===== config.mk =====
export PLATFORM = sky130hd
export DESIGN_NAME = nibble_sort_stream
export DESIGN_NICKNAME = d
export VERILOG_FILES = /design/src/rtl/nibble_sort_stream.sv
export SDC_FILE = /design/constraint.sdc
export NUM_CORES = 1
export LEC_CHECK = 0
export ABC_AREA = 1
export BUFFER_PORTS_ARGS = -buffer_cell sky130_fd_sc_hd__buf_4
export CAP_MARGIN = 20
export CORE_UTILIZATION = 60
export DETAILED_ROUTE_END_ITERATION = 16
export PLACE_DENSITY = 0.8
export SLEW_MARGIN = 20
export SYNTH_ARGS = -nofsm -noshare
export SYNTH_HDL_FRONTEND = slang
export SYNTH_SLANG_ARGS = --single-unit

===== constraint.sdc =====
create_clock -name clk -period 4.9 [get_ports clk]
set_clock_uncertainty 0.2 [all_clocks]
set_input_delay 0.245 -clock clk [delete_from_list [all_inputs] [get_ports clk]]
set_output_delay 0.245 -clock clk [all_outputs]
set_load 0.01 [all_outputs]

===== src/rtl/nibble_sort_stream.sv =====
// Streaming wrapper around a 4x4-bit sorting network: gathers four nibbles, sorts them, drains them in order.
// Optional build macro NIBBLE_SORT_ASCEND_EN switches the drain order from descending to ascending.
module nibble_sort_stream #(
    parameter int COUNT_W = 8
) (
    input  logic               clk,
    input  logic               nrst,
    input  logic               in_valid,
    output logic               in_ready,
    input  logic [3:0]         in_data,
    output logic               out_valid,
    input  logic               out_ready,
    output logic [3:0]         out_data,
    output logic               out_last,
    output logic [COUNT_W-1:0] groups_done
);

    typedef enum logic [1:0] {
        FILL  = 2'd0,
        SORT  = 2'd1,
        DRAIN = 2'd2
    } state_t;

    state_t             state, state_d;
    logic [1:0]         slot, slot_d;
    logic [15:0]        gather_p0, gather_d;
    logic [15:0]        result_p1, result_d;
    logic [COUNT_W-1:0] groups_q, groups_d;
    logic               vld_p1;
    logic [1:0]         nib_idx;

    // Compare-exchange that leaves the larger value in hi.
    function automatic logic [7:0] cmp_swap(input logic [3:0] hi, input logic [3:0] lo);
        if (hi >= lo)
            return {hi, lo};
        else
            return {lo, hi};
    endfunction

    // Five-comparator network; result nibble [15:12] holds the maximum, [3:0] the minimum.
    function automatic logic [15:0] sort4(input logic [15:0] w);
        logic [3:0] a0, a1, a2, a3;
        logic [7:0] pr;
        a0 = w[3:0];
        a1 = w[7:4];
        a2 = w[11:8];
        a3 = w[15:12];
        pr = cmp_swap(a0, a1); a0 = pr[7:4]; a1 = pr[3:0];
        pr = cmp_swap(a2, a3); a2 = pr[7:4]; a3 = pr[3:0];
        pr = cmp_swap(a0, a2); a0 = pr[7:4]; a2 = pr[3:0];
        pr = cmp_swap(a1, a3); a1 = pr[7:4]; a3 = pr[3:0];
        pr = cmp_swap(a1, a2); a1 = pr[7:4]; a2 = pr[3:0];
        return {a0, a1, a2, a3};
    endfunction

    always_ff @(posedge clk) begin
        if (!nrst) begin
            state     <= FILL;
            slot      <= 2'd0;
            gather_p0 <= 16'd0;
            result_p1 <= 16'd0;
            groups_q  <= '0;
        end else begin
            state     <= state_d;
            slot      <= slot_d;
            gather_p0 <= gather_d;
            result_p1 <= result_d;
            groups_q  <= groups_d;
        end
    end

    always_comb begin
        state_d  = state;
        slot_d   = slot;
        gather_d = gather_p0;
        result_d = result_p1;
        groups_d = groups_q;
        case (state)
            // Stage p0: gather four nibbles into the sorter input word
            FILL: begin
                if (in_valid) begin
                    gather_d[{slot, 2'b00} +: 4] = in_data;
                    if (slot == 2'd3) begin
                        slot_d  = 2'd0;
                        state_d = SORT;
                    end else begin
                        slot_d = slot + 2'd1;
                    end
                end
            end
            // Stage p1: register the sorter output
            SORT: begin
                result_d = sort4(gather_p0);
                slot_d   = 2'd0;
                state_d  = DRAIN;
            end
            DRAIN: begin
                if (out_ready) begin
                    if (slot == 2'd3) begin
                        slot_d   = 2'd0;
                        state_d  = FILL;
                        groups_d = groups_q + COUNT_W'(1);
                    end else begin
                        slot_d = slot + 2'd1;
                    end
                end
            end
            default: begin
                state_d = FILL;
                slot_d  = 2'd0;
            end
        endcase
    end

`ifdef NIBBLE_SORT_ASCEND_EN
    assign nib_idx = slot;
`else
    assign nib_idx = ~slot;
`endif

    assign vld_p1      = (state == DRAIN);
    assign in_ready    = (state == FILL);
    assign out_valid   = vld_p1;
    assign out_data    = vld_p1 ? result_p1[{nib_idx, 2'b00} +: 4] : 4'd0;
    assign out_last    = vld_p1 && (slot == 2'd3);
    assign groups_done = groups_q;

endmodule


==> results by group, run 1 <==
GRT
  • First-pass GRT wire length: 12100 um
  • GRT Total Usage: 29.3%
  • Met1 Use GR: 37.4%
  • Initial antenna violation count: 0
  • Largest net degree at the start of global routing: 25
  • GRT busiest layer: met2
  • GR Layer Usage met2: 50.6%
  • Grt total ovfl: 0
  • Vias in the first global route: 2749
  • GRT met3 Usage: 4.42%

Detailed routing
  • Via count: 2990
  • DRT Pass-1 Iters: 5
  • Detail-routed via count per cell: 5.55
  • Initial DRC Count: 161
  • Final ANT Viol Nets: 0
  • Wire length per cell: 13.6 um
  • Post-route DRC violation count: 0
  • Drt total wl: 7350 um

Yosys
  • Syn. warnings: 0
  • Main flop type after synthesis: dfxtp_1
  • Post-synthesis simple-gate area fraction: 31.0%
  • Mapped Cells: 454
  • Main combinational cell family by area after synthesis: simple AND/OR/NAND/NOR gates
  • Synth Area in Compound Gates: 19.9%
  • Seq/Total Area, Yosys: 29.0%
  • Syn_nets: 487
  • Adder-Cell Fraction of Synth Area: 10.3%
  • Async S/R FF share, synth: 0%
  • Seq cells post-synth: 44
  • Syn Area/Cell: 6.69 sq um
  • Mux cell area share after synthesis: 0%
  • Area contributors post-synth: dfxtp_1 29%, nand2_1 10%, ha_1 10%, a21oi_1 8.6%, inv_1 7.0%
  • Yosys cell types: 34
  • Post-Syn Area: 0.00304 sq mm
  • Synth area leader: dfxtp_1
  • Number of flops mapped to enable cells by yosys: 0
  • XOR/XNOR Fraction of Synth Area: 0%
  • Top-area cell type share of the netlist area: 29.0%

Die
  • Die Ht: 73.1 um
  • Row cnt: 25
  • Die area: 0.00535 sq mm
  • Io pins: 23
  • Initial Util: 63.4%
  • Core area: 0.00479 sq mm
  • Die width: 73.1 um

Clocking
  • Number of H-tree levels: 2
  • Root Driver: clkbuf_8
  • Resize count post-CTS: 0
  • Clock buffer count from CTS: 5
  • CTS max path bufs: 2
  • CTS sink cnt: 44
  • Hold-fix buffers, CTS: 0
  • Reg clk slew, reported paths: 0.09 ns
  • Setup bufs post-CTS: 0
  • Clock Latency Late Sink: 0.31 ns
  • CTS tree: done

Job
  • Max-cap violations: 0

Status
  • Outcome: finished clean

Final layout
  • # diodes: 0
  • Area grow syn2layout: 9.93%
  • Layout Utilization: 69.7%
  • Fin nets: 504
  • Layout cells sized above 1: 13.3%
  • Filler cells: 472

Timing
  • Max Freq: 0.223 GHz
  • Final setup fails: 0
  • RSZ-0062 raised after global routing: no
  • TNS Setup: 0 ns
  • Slew Limit Fails: 0
  • Crit path time final: 4.48 ns
  • Worst slew margin: 48.6%
  • Final hold viol count: 0
  • Worst-margin pin slew: 0.770 ns
  • Final period util: 91.4%

Place
  • Dpl hpwl: 5740 um
  • PortBufs: 22
  • GPL Wtd Cong: 0.947

Critical path
  • Startpoint Class: flip-flop
  • Worst Path Required: 4.93 ns
  • WP data arrival: 4.51 ns
  • Crit Path Category: flip-flop to flip-flop
  • Crit. End Element: flip-flop
  • Worst-path maximum fanout: 17

Worst hold path
  • Hold WC Path Type: input port to flip-flop

Pwr
  • Power Dens Cells: 412 mW/mm^2
  • Max IR drop VDD: 0.000267 V
  • Cell leakage power: 1.46 nW
state kept, by name (all words and copies together), names as in the netlist:
signal	cells
state	2
slot	2
groups_done	8
result_p1	16
gather_p0	16
cells in the mapped netlist, drive strengths merged (5+ instances only):
cell type	n
nand2	98
inv	61
a21oi	56
o21ai	51
dfxtp	44
nand3	41
nor2	38
ha	25
nor3	9
clkbuf	8
nand4	6
buf	5
final cells by class:
class	instances	area, sq um	share of cell area, %
multi-input combinational	336	1860	55.6
sequential	44	881	26.4
inverter	61	229	6.86
timing repair buffer	23	173	5.17
tap	67	83.8	2.51
clock buffer	5	68.8	2.06
clock inverter	3	46.3	1.39
kinds of logic (layout without fill, tap and decap cells):
kind of cell / count (synthesis) / in the layout
buffers and inverters: 74 / 92
and+or+nand+nor: 199 / 199
adders and majority gates: 25 / 25
DFF: 44 / 44
AOI/OAI and AO/OA: 112 / 112
cell usage in the layout, fill, tap and decap left out, types with 2 or more instances in the layout:
cell type	count
nand2_1	84
inv_1	57
a21oi_1	52
dfxtp_1	44
o21ai_0	41
nand3_1	39
nor2_1	36
ha_1	25
buf_4	23
nand2_2	12
o21ai_1	9
nand4_1	6
nor3_1	6
clkbuf_8	5
inv_2	4
and2_1	4
a21oi_2	3
nor3_2	3
nand3_4	2
nand2_4	2
a211oi_1	2
routing by layer:
| layer | part of all wire [%] | wire, um |
|---|---|---|
| met1 | 46 | 3420 |
| met2 | 48 | 3540 |
| met3 | 3.4 | 249 |
| met4 | 2.0 | 146 |
| met5 | 0 | 0 |
where the power goes:
group	switching (mW)	total (mW)	internal [mW]
combinational	0.451	0.694	0.243
clock	0.138	0.292	0.154
sequential	0.0165	0.389	0.373
total	0.606	1.38	0.770
stage by stage:
step | cell area (sq um) | setup WS [ns] | std cells | power, mW | hold slack, ns
after floorplan | 3040 | 0.811 | 454 | 0.962 | 0.210
after global placement | 3220 | 0.564 | 531 | 1.06 | 0.251
after detailed placement | 3220 | 0.373 | 531 | 1.08 | 0.256
after CTS | 3340 | 0.344 | 539 | 1.37 | 0.0239
after global routing | 3340 | 0.00761 | 539 | 1.48 | 0.0368
final | 3340 | 0.421 | 539 | 1.38 | 0.0280
worst max-delay path, cell delays in order, from the launching register on:
cell and delay, ns:
dfxtp_1 0.38, inv_1 0.09, ha_1 0.29, nand2_1 0.07, nand2_1 0.05, nand2_1 0.16
nand3_4 0.20, o21ai_1 0.33, inv_1 0.08, ha_1 0.29, a21oi_1 0.34, nand2_2 0.23
nand2_2 0.12, and2_1 0.13, ha_1 0.25, inv_1 0.06, nor2_1 0.03, o21ai_0 0.15
nand2_1 0.08, a31oi_2 0.16, buf_4 0.18, inv_1 0.13, nand3_1 0.11, nand3_1 0.11
a21oi_1 0.18
final timing paths:
path | from | end | slack [ns] | cells after the start
worst max-delay path | gather_p0[13] | result_p1[11] | 0.42 | 24
worst min register to register | result_p1[3] | result_p1[3] | 0.27 | 2
worst max register to register | gather_p0[13] | result_p1[11] | 0.42 | 24
worst min-delay path | out_ready | groups_done[1] | 0.03 | 3
Note: power is estimated with default switching activity, not from simulation.
==> run 2, diff against run 1 <==
--- a/config.mk
+++ b/config.mk
@@ -10,6 +10,7 @@
 export CAP_MARGIN = 20
 export CORE_UTILIZATION = 60
 export DETAILED_ROUTE_END_ITERATION = 16
+export MAX_ROUTING_LAYER = met4
 export PLACE_DENSITY = 0.8
 export SLEW_MARGIN = 20
 export SYNTH_ARGS = -nofsm -noshare
==> run 2 against run 1 <==
Sequential share of layout area increased by 0.060 points. Wire length shrank 2.3%. Worst hold slack gained 0.011 ns. Power is 1.5% lower. Cell area shrank 0.23%. Setup slack better by 0.089 ns. Core utilization fell by 0.16 points. Combinational power barely moved. Clock-buffer cell count up 1. Critical path type unchanged. Critical endpoint is now result_p1[5].
==> results by group, run 2 (same netlist as run 1, synthesis figures left out) <==
Final layout
  • Filler cells: 452 (-4.2%)
  • # diodes: 0 (unchanged)
  • Layout Utilization: 69.6% (-0.16 points)
  • Fin nets: 504 (unchanged)
  • Area grow syn2layout: 9.69%
  • Most common cell after layout, fill and taps aside: nand2_1
  • Layout cells sized above 1: 13.1% (-0.21 points)
  • Commonest cells after routing, fill and taps aside: 84 x nand2_1, 57 x inv_1, 52 x a21oi_1
  • Final instance area: 0.00333 sq mm (-0.23%)

Pwr
  • Power Dens Cells: 407 mW/mm^2 (-1.3%)
  • Max IR drop VDD: 0.000328 V (+23%)
  • Cell leakage power: 1.46 nW (about the same)

Worst hold path
  • Cells on Worst Hold Path: 3 (unchanged)
  • Hold Path Origin: out_ready
  • Hold WC Path Type: input port to flip-flop

Die
  • Core area: 0.00479 sq mm (unchanged)
  • Die width: 73.1 um (unchanged)
  • Io pins: 23 (unchanged)
  • Row cnt: 25 (unchanged)
  • Initial Util: 63.4% (unchanged)
  • Die area: 0.00535 sq mm (unchanged)
  • Die Ht: 73.1 um (unchanged)

Critical path
  • Worst Path Required: 4.93 ns (about the same)
  • CP Launch Point: gather_p0[14]
  • Crit Path Category: flip-flop to flip-flop
  • Crit. End Element: flip-flop
  • Startpoint Class: flip-flop
  • Worst-path maximum fanout: 17 (unchanged)
  • FF-to-FF Start: gather_p0[14]
  • WP data arrival: 4.42 ns (-0.09 ns)
  • R2r worst-path depth: 23 (-4.2%)

Detailed routing
  • Detail-routed via count per cell: 5.55 (about the same)
  • Drt total wl: 7190 um (-2.3%)
  • Initial DRC Count: 124 (-23%)
  • Via count: 2991 (+0.033%)
  • Top routing layer in use: met4
  • Final ANT Viol Nets: 0 (unchanged)
  • Met3 WL: 283 um (+14%)
  • Met2 routed WL: 3480 um (-1.6%)
  • Post-route DRC violation count: 0 (unchanged)
  • Metal-1 WL: 3230 um (-5.6%)
  • DRT Pass-1 Iters: 4 (-1)
  • Wire length per cell: 13.3 um (-2.3%)

Place
  • PortBufs: 22 (unchanged)
  • GPL Wtd Cong: 0.948 (about the same)
  • Placed cell area: 0.00322 sq mm (unchanged)
  • Dpl hpwl: 5670 um (-1.2%)

GRT
  • Grt total ovfl: 0 (unchanged)
  • Vias in the first global route: 2684 (-2.4%)
  • Largest net degree at the start of global routing: 25 (unchanged)
  • GRT Total Usage: 30.3% (+0.94 points)
  • First-pass GRT wire length: 12000 um (-0.92%)
  • Initial antenna violation count: 0 (unchanged)

Clocking
  • Clock Latency Late Sink: 0.29 ns (-0.02 ns)
  • CTS tree: done
  • Clock buffer count from CTS: 5 (unchanged)
  • Number of H-tree levels: 2 (unchanged)
  • Hold-fix buffers, CTS: 0 (unchanged)
  • CTS sink cnt: 44 (unchanged)
  • Root Driver: clkbuf_8
  • Resize count post-CTS: 0 (unchanged)
  • Reg clk slew, reported paths: 0.08 ns (about the same)
  • Setup bufs post-CTS: 0 (unchanged)
  • CTS max path bufs: 2 (unchanged)

Timing
  • Final hold viol count: 0 (unchanged)
  • Worst-margin pin slew: 0.760 ns (-0.00979 ns)
  • Slew Limit Fails: 0 (unchanged)
  • Final period util: 89.6% (-1.8 points)
  • Max Freq: 0.228 GHz (+2.0%)
  • RSZ-0062 raised after global routing: no
  • TNS Setup: 0 ns (unchanged)
  • Worst slew margin: 49.3% (+0.65 points)
  • Crit path time final: 4.39 ns (-0.0891 ns)
  • Final setup fails: 0 (unchanged)

Status
  • Outcome: finished clean

Job
  • Max-cap violations: 0 (unchanged)
[run 2: changes by cell type in the layout (fill, tap and decap cells not counted)]
cell and change:
o21ai_0 +1, clkinvlp_4 -1, clkinv_2 +1, inv_6 -1, clkbuf_1 +1, o21ai_1 -1
[run 2: layer usage]
layer | GRT usage [%] | vias up
li1 | - | 1538
met1 | 36.4 | 1372
met2 | 50.4 | 67
met3 | 4.42 | 14
met4 | 12.9 | 0
met5 | - | -
[run 2: final cells by class]
type,instances,area [sq um],share of cell area (%)
clock buffer,6,72.6,2.18
clock inverter,2,35.0,1.05
inverter,61,229,6.88
multi-input combinational,336,1860,55.7
sequential,44,881,26.5
tap,67,83.8,2.52
timing repair buffer,23,173,5.19
[run 2: path summary, 6_finish.rpt]
check / endpoint / slack [ns]
max: result_p1[5] / 0.51
min reg2reg: result_p1[3] / 0.26
max reg2reg: result_p1[5] / 0.51
min: groups_done[1] / 0.04
[run 2: power breakdown]
part,internal [mW],switching (mW)
clock,0.151,0.119
sequential,0.373,0.0159
combinational,0.243,0.452
total,0.767,0.587
[run 2: per-stage QoR]
step | instances | hold WS, ns | worst slack [ns] | power (mW)
detailed placement | 531 | 0.252 | 0.600 | 1.08
finish | 539 | 0.0390 | 0.510 | 1.35
global placement | 531 | 0.249 | 0.682 | 1.07
CTS | 539 | 0.0307 | 0.560 | 1.35
global route | 539 | 0.0421 | 0.0922 | 1.48
floorplan | 454 | 0.210 | 0.811 | 0.962
[run 2: worst max-delay path, stage by stage (launching register included)]
cell     delay [ns]
dfxtp_1        0.37
inv_1          0.09
ha_1           0.27
nand2_1        0.08
inv_2          0.04
nand2_1        0.17
nand3_4        0.19
o21ai_0        0.41
inv_1          0.08
ha_1           0.31
a21oi_1        0.35
nand2_2        0.23
nand2_2        0.13
and2_1         0.12
ha_1           0.25
inv_1          0.07
nor2_1         0.03
o21ai_0        0.14
nand2_1        0.09
a31oi_2        0.16
inv_1          0.15
nand3_1        0.13
nand3_1        0.12
a21oi_1        0.16
==> run 3, diff against run 2 <==
--- a/config.mk
+++ b/config.mk
@@ -6,12 +6,14 @@
 export NUM_CORES = 1
 export LEC_CHECK = 0
 export ABC_AREA = 1
-export BUFFER_PORTS_ARGS = -buffer_cell sky130_fd_sc_hd__buf_4
+export BUFFER_PORTS_ARGS = -buffer_cell sky130_fd_sc_hd__buf_2
 export CAP_MARGIN = 20
-export CORE_UTILIZATION = 60
+export CELL_PAD_IN_SITES_DETAIL_PLACEMENT = 0
+export CELL_PAD_IN_SITES_GLOBAL_PLACEMENT = 1
+export CORE_UTILIZATION = 43
 export DETAILED_ROUTE_END_ITERATION = 16
 export MAX_ROUTING_LAYER = met4
-export PLACE_DENSITY = 0.8
+export PLACE_DENSITY_LB_ADDON = 0.1
 export SLEW_MARGIN = 20
 export SYNTH_ARGS = -nofsm -noshare
 export SYNTH_HDL_FRONTEND = slang
==> run 3 against run 2 <==
Sequential share of layout area up 0.39 points. Combinational power down 2%. Flip-flop and latch count unchanged. Setup slack better by 0.038 ns. Wire length up 1.8%. Clock power down 20%. Cell area down 1.5%. Core utilization down 21 points. Maximum frequency up 0.87%. Clock-buffer cell count unchanged. Register-to-register slack better by 0.04 ns. Sequential power about the same.
==> results by group, run 3 (same netlist as run 1, synthesis figures left out) <==
Status
  • Outcome: finished clean

Detailed routing
  • Detail-routed via count per cell: 5.01 (-9.7%)
  • Wire length per cell: 12.9 um (-3.3%)
  • Via count: 2841 (-5.0%)
  • Initial DRC Count: 115 (-7.3%)
  • Final ANT Viol Nets: 0 (unchanged)
  • DRT Pass-1 Iters: 4 (unchanged)
  • Post-route DRC violation count: 0 (unchanged)
  • Drt total wl: 7310 um (+1.8%)

Place
  • Placed cell area: 0.00320 sq mm (-0.58%)
  • Dpl hpwl: 5840 um (+3.0%)
  • GPL Wtd Cong: 0.855 (-9.8%)
  • PortBufs: 22 (unchanged)

Clocking
  • Number of H-tree levels: 2 (unchanged)
  • Hold-fix buffers, CTS: 0 (unchanged)
  • Clock Latency Late Sink: 0.30 ns (about the same)
  • CTS sink cnt: 44 (unchanged)
  • Setup bufs post-CTS: 0 (unchanged)
  • Resize count post-CTS: 0 (unchanged)
  • Reg clk slew, reported paths: 0.08 ns (about the same)
  • Clock buffer count from CTS: 5 (unchanged)
  • CTS max path bufs: 2 (unchanged)
  • Root Driver: clkbuf_8
  • CTS tree: done

Critical path
  • WP data arrival: 4.37 ns (-0.05 ns)
  • Worst-path maximum fanout: 17 (unchanged)
  • Crit. End Element: flip-flop
  • Worst Path Required: 4.92 ns (about the same)
  • Startpoint Class: flip-flop
  • Crit Path Category: flip-flop to flip-flop

Die
  • Row cnt: 30 (+20%)
  • Initial Util: 44.7% (-19 points)
  • Die width: 86.0 um (+18%)
  • Core area: 0.00679 sq mm (+42%)
  • Io pins: 23 (unchanged)
  • Die Ht: 86.0 um (+18%)
  • Die area: 0.00740 sq mm (+38%)

GRT
  • Largest net degree at the start of global routing: 25 (unchanged)
  • Initial antenna violation count: 0 (unchanged)
  • Vias in the first global route: 2623 (-2.3%)
  • GRT Total Usage: 22.0% (-8.3 points)
  • Grt total ovfl: 0 (unchanged)
  • First-pass GRT wire length: 12400 um (+3.3%)

Timing
  • Final hold viol count: 0 (unchanged)
  • Final setup fails: 0 (unchanged)
  • TNS Setup: 0 ns (unchanged)
  • Worst slew margin: 47.9% (-1.4 points)
  • Slew Limit Fails: 0 (unchanged)
  • Final period util: 88.8% (-0.77 points)
  • Worst-margin pin slew: 0.781 ns (+0.0205 ns)
  • Crit path time final: 4.35 ns (-0.0378 ns)
  • Max Freq: 0.230 GHz (+0.87%)
  • RSZ-0062 raised after global routing: no

Pwr
  • Power Dens Cells: 392 mW/mm^2 (-3.7%)
  • Total power: 1.29 mW (-5.1%)
  • Max IR drop VDD: 0.000165 V (-50%)
  • Cell leakage power: 1.44 nW (-1.4%)

Worst hold path
  • Hold WC Path Type: input port to flip-flop

Final layout
  • Filler cells: 717 (+59%)
  • Commonest cells after routing, fill and taps aside: 84 x nand2_1, 57 x inv_1, 52 x a21oi_1
  • Most common cell after layout, fill and taps aside: nand2_1
  • Fin nets: 504 (unchanged)
  • Final instance area: 0.00328 sq mm (-1.5%)
  • # diodes: 0 (unchanged)
  • Area grow syn2layout: 8.08%
  • Layout cells sized above 1: 13.0% (-0.18 points)

Job
  • Max-cap violations: 0 (unchanged)
run 3: cell types whose count changed in the layout (fill, tap and decap cells not counted), sizes merged:
| cell | change |
|---|---|
| bufinv | -1 |
run 3: per-stage QoR:
stage / hold WS (ns) / std cells / worst slack (ns) / utilization, %
global placement: 0.244 / 560 / 0.614 / 47.1
finish: 0.0456 / 567 / 0.548 / 48.3
detailed placement: 0.253 / 560 / 0.579 / 47.1
floorplan: 0.210 / 454 / 0.811 / -
global route: 0.0789 / 567 / 0.148 / 48.3
CTS: 0.0371 / 567 / 0.523 / 48.3
run 3: path summary, 6_finish.rpt:
check                              startpoint        endpoint  slack [ns]  depth (start not counted)
worst max-delay path            gather_p0[13]   result_p1[11]        0.55                         23
worst min register to register   result_p1[3]    result_p1[3]        0.26                          2
worst min-delay path                out_ready  groups_done[1]        0.05                          3
worst max register to register  gather_p0[13]   result_p1[11]        0.55                         23
run 3: metal layers:
layer	global-route usage [%]	part of all wire (%)	routed length (um)	up-vias
met2	35.5	46	3390	31
met3	2.98	2.3	171	9
met4	8.33	2.3	171	0
met1	27.8	49	3580	1264
li1	-	-	-	1537
met5	-	0	0	-
run 3: layout make-up:
type	instances	area, sq um	area share, %
inverters	61	229	6.98
clock inverters	1	5.00	0.153
repair buffers	23	118	3.59
flip-flops and latches	44	881	26.8
well taps	96	120	3.66
multi-input cells	336	1860	56.6
clock buffers	6	72.6	2.21
run 3: critical path: stages, from the launching register on:
cell	delay, ns
dfxtp_1	0.36
inv_1	0.09
ha_1	0.30
nand2_1	0.07
nand2_1	0.05
nand2_1	0.14
nand3_4	0.18
o21ai_0	0.41
inv_1	0.09
ha_1	0.30
a21oi_1	0.36
nand2_2	0.24
nand2_2	0.12
and2_1	0.13
ha_1	0.25
inv_1	0.06
nor2_1	0.03
o21ai_0	0.13
nand2_1	0.08
a31oi_2	0.16
inv_1	0.15
nand3_1	0.11
nand3_1	0.09
a21oi_1	0.16
run 3: report_power, final:
group,leakage (nW),internal [mW],switching (mW)
sequential,0.357,0.373,0.0162
combinational,1.04,0.240,0.440
clock,0.0410,0.0971,0.120
total,1.44,0.710,0.576
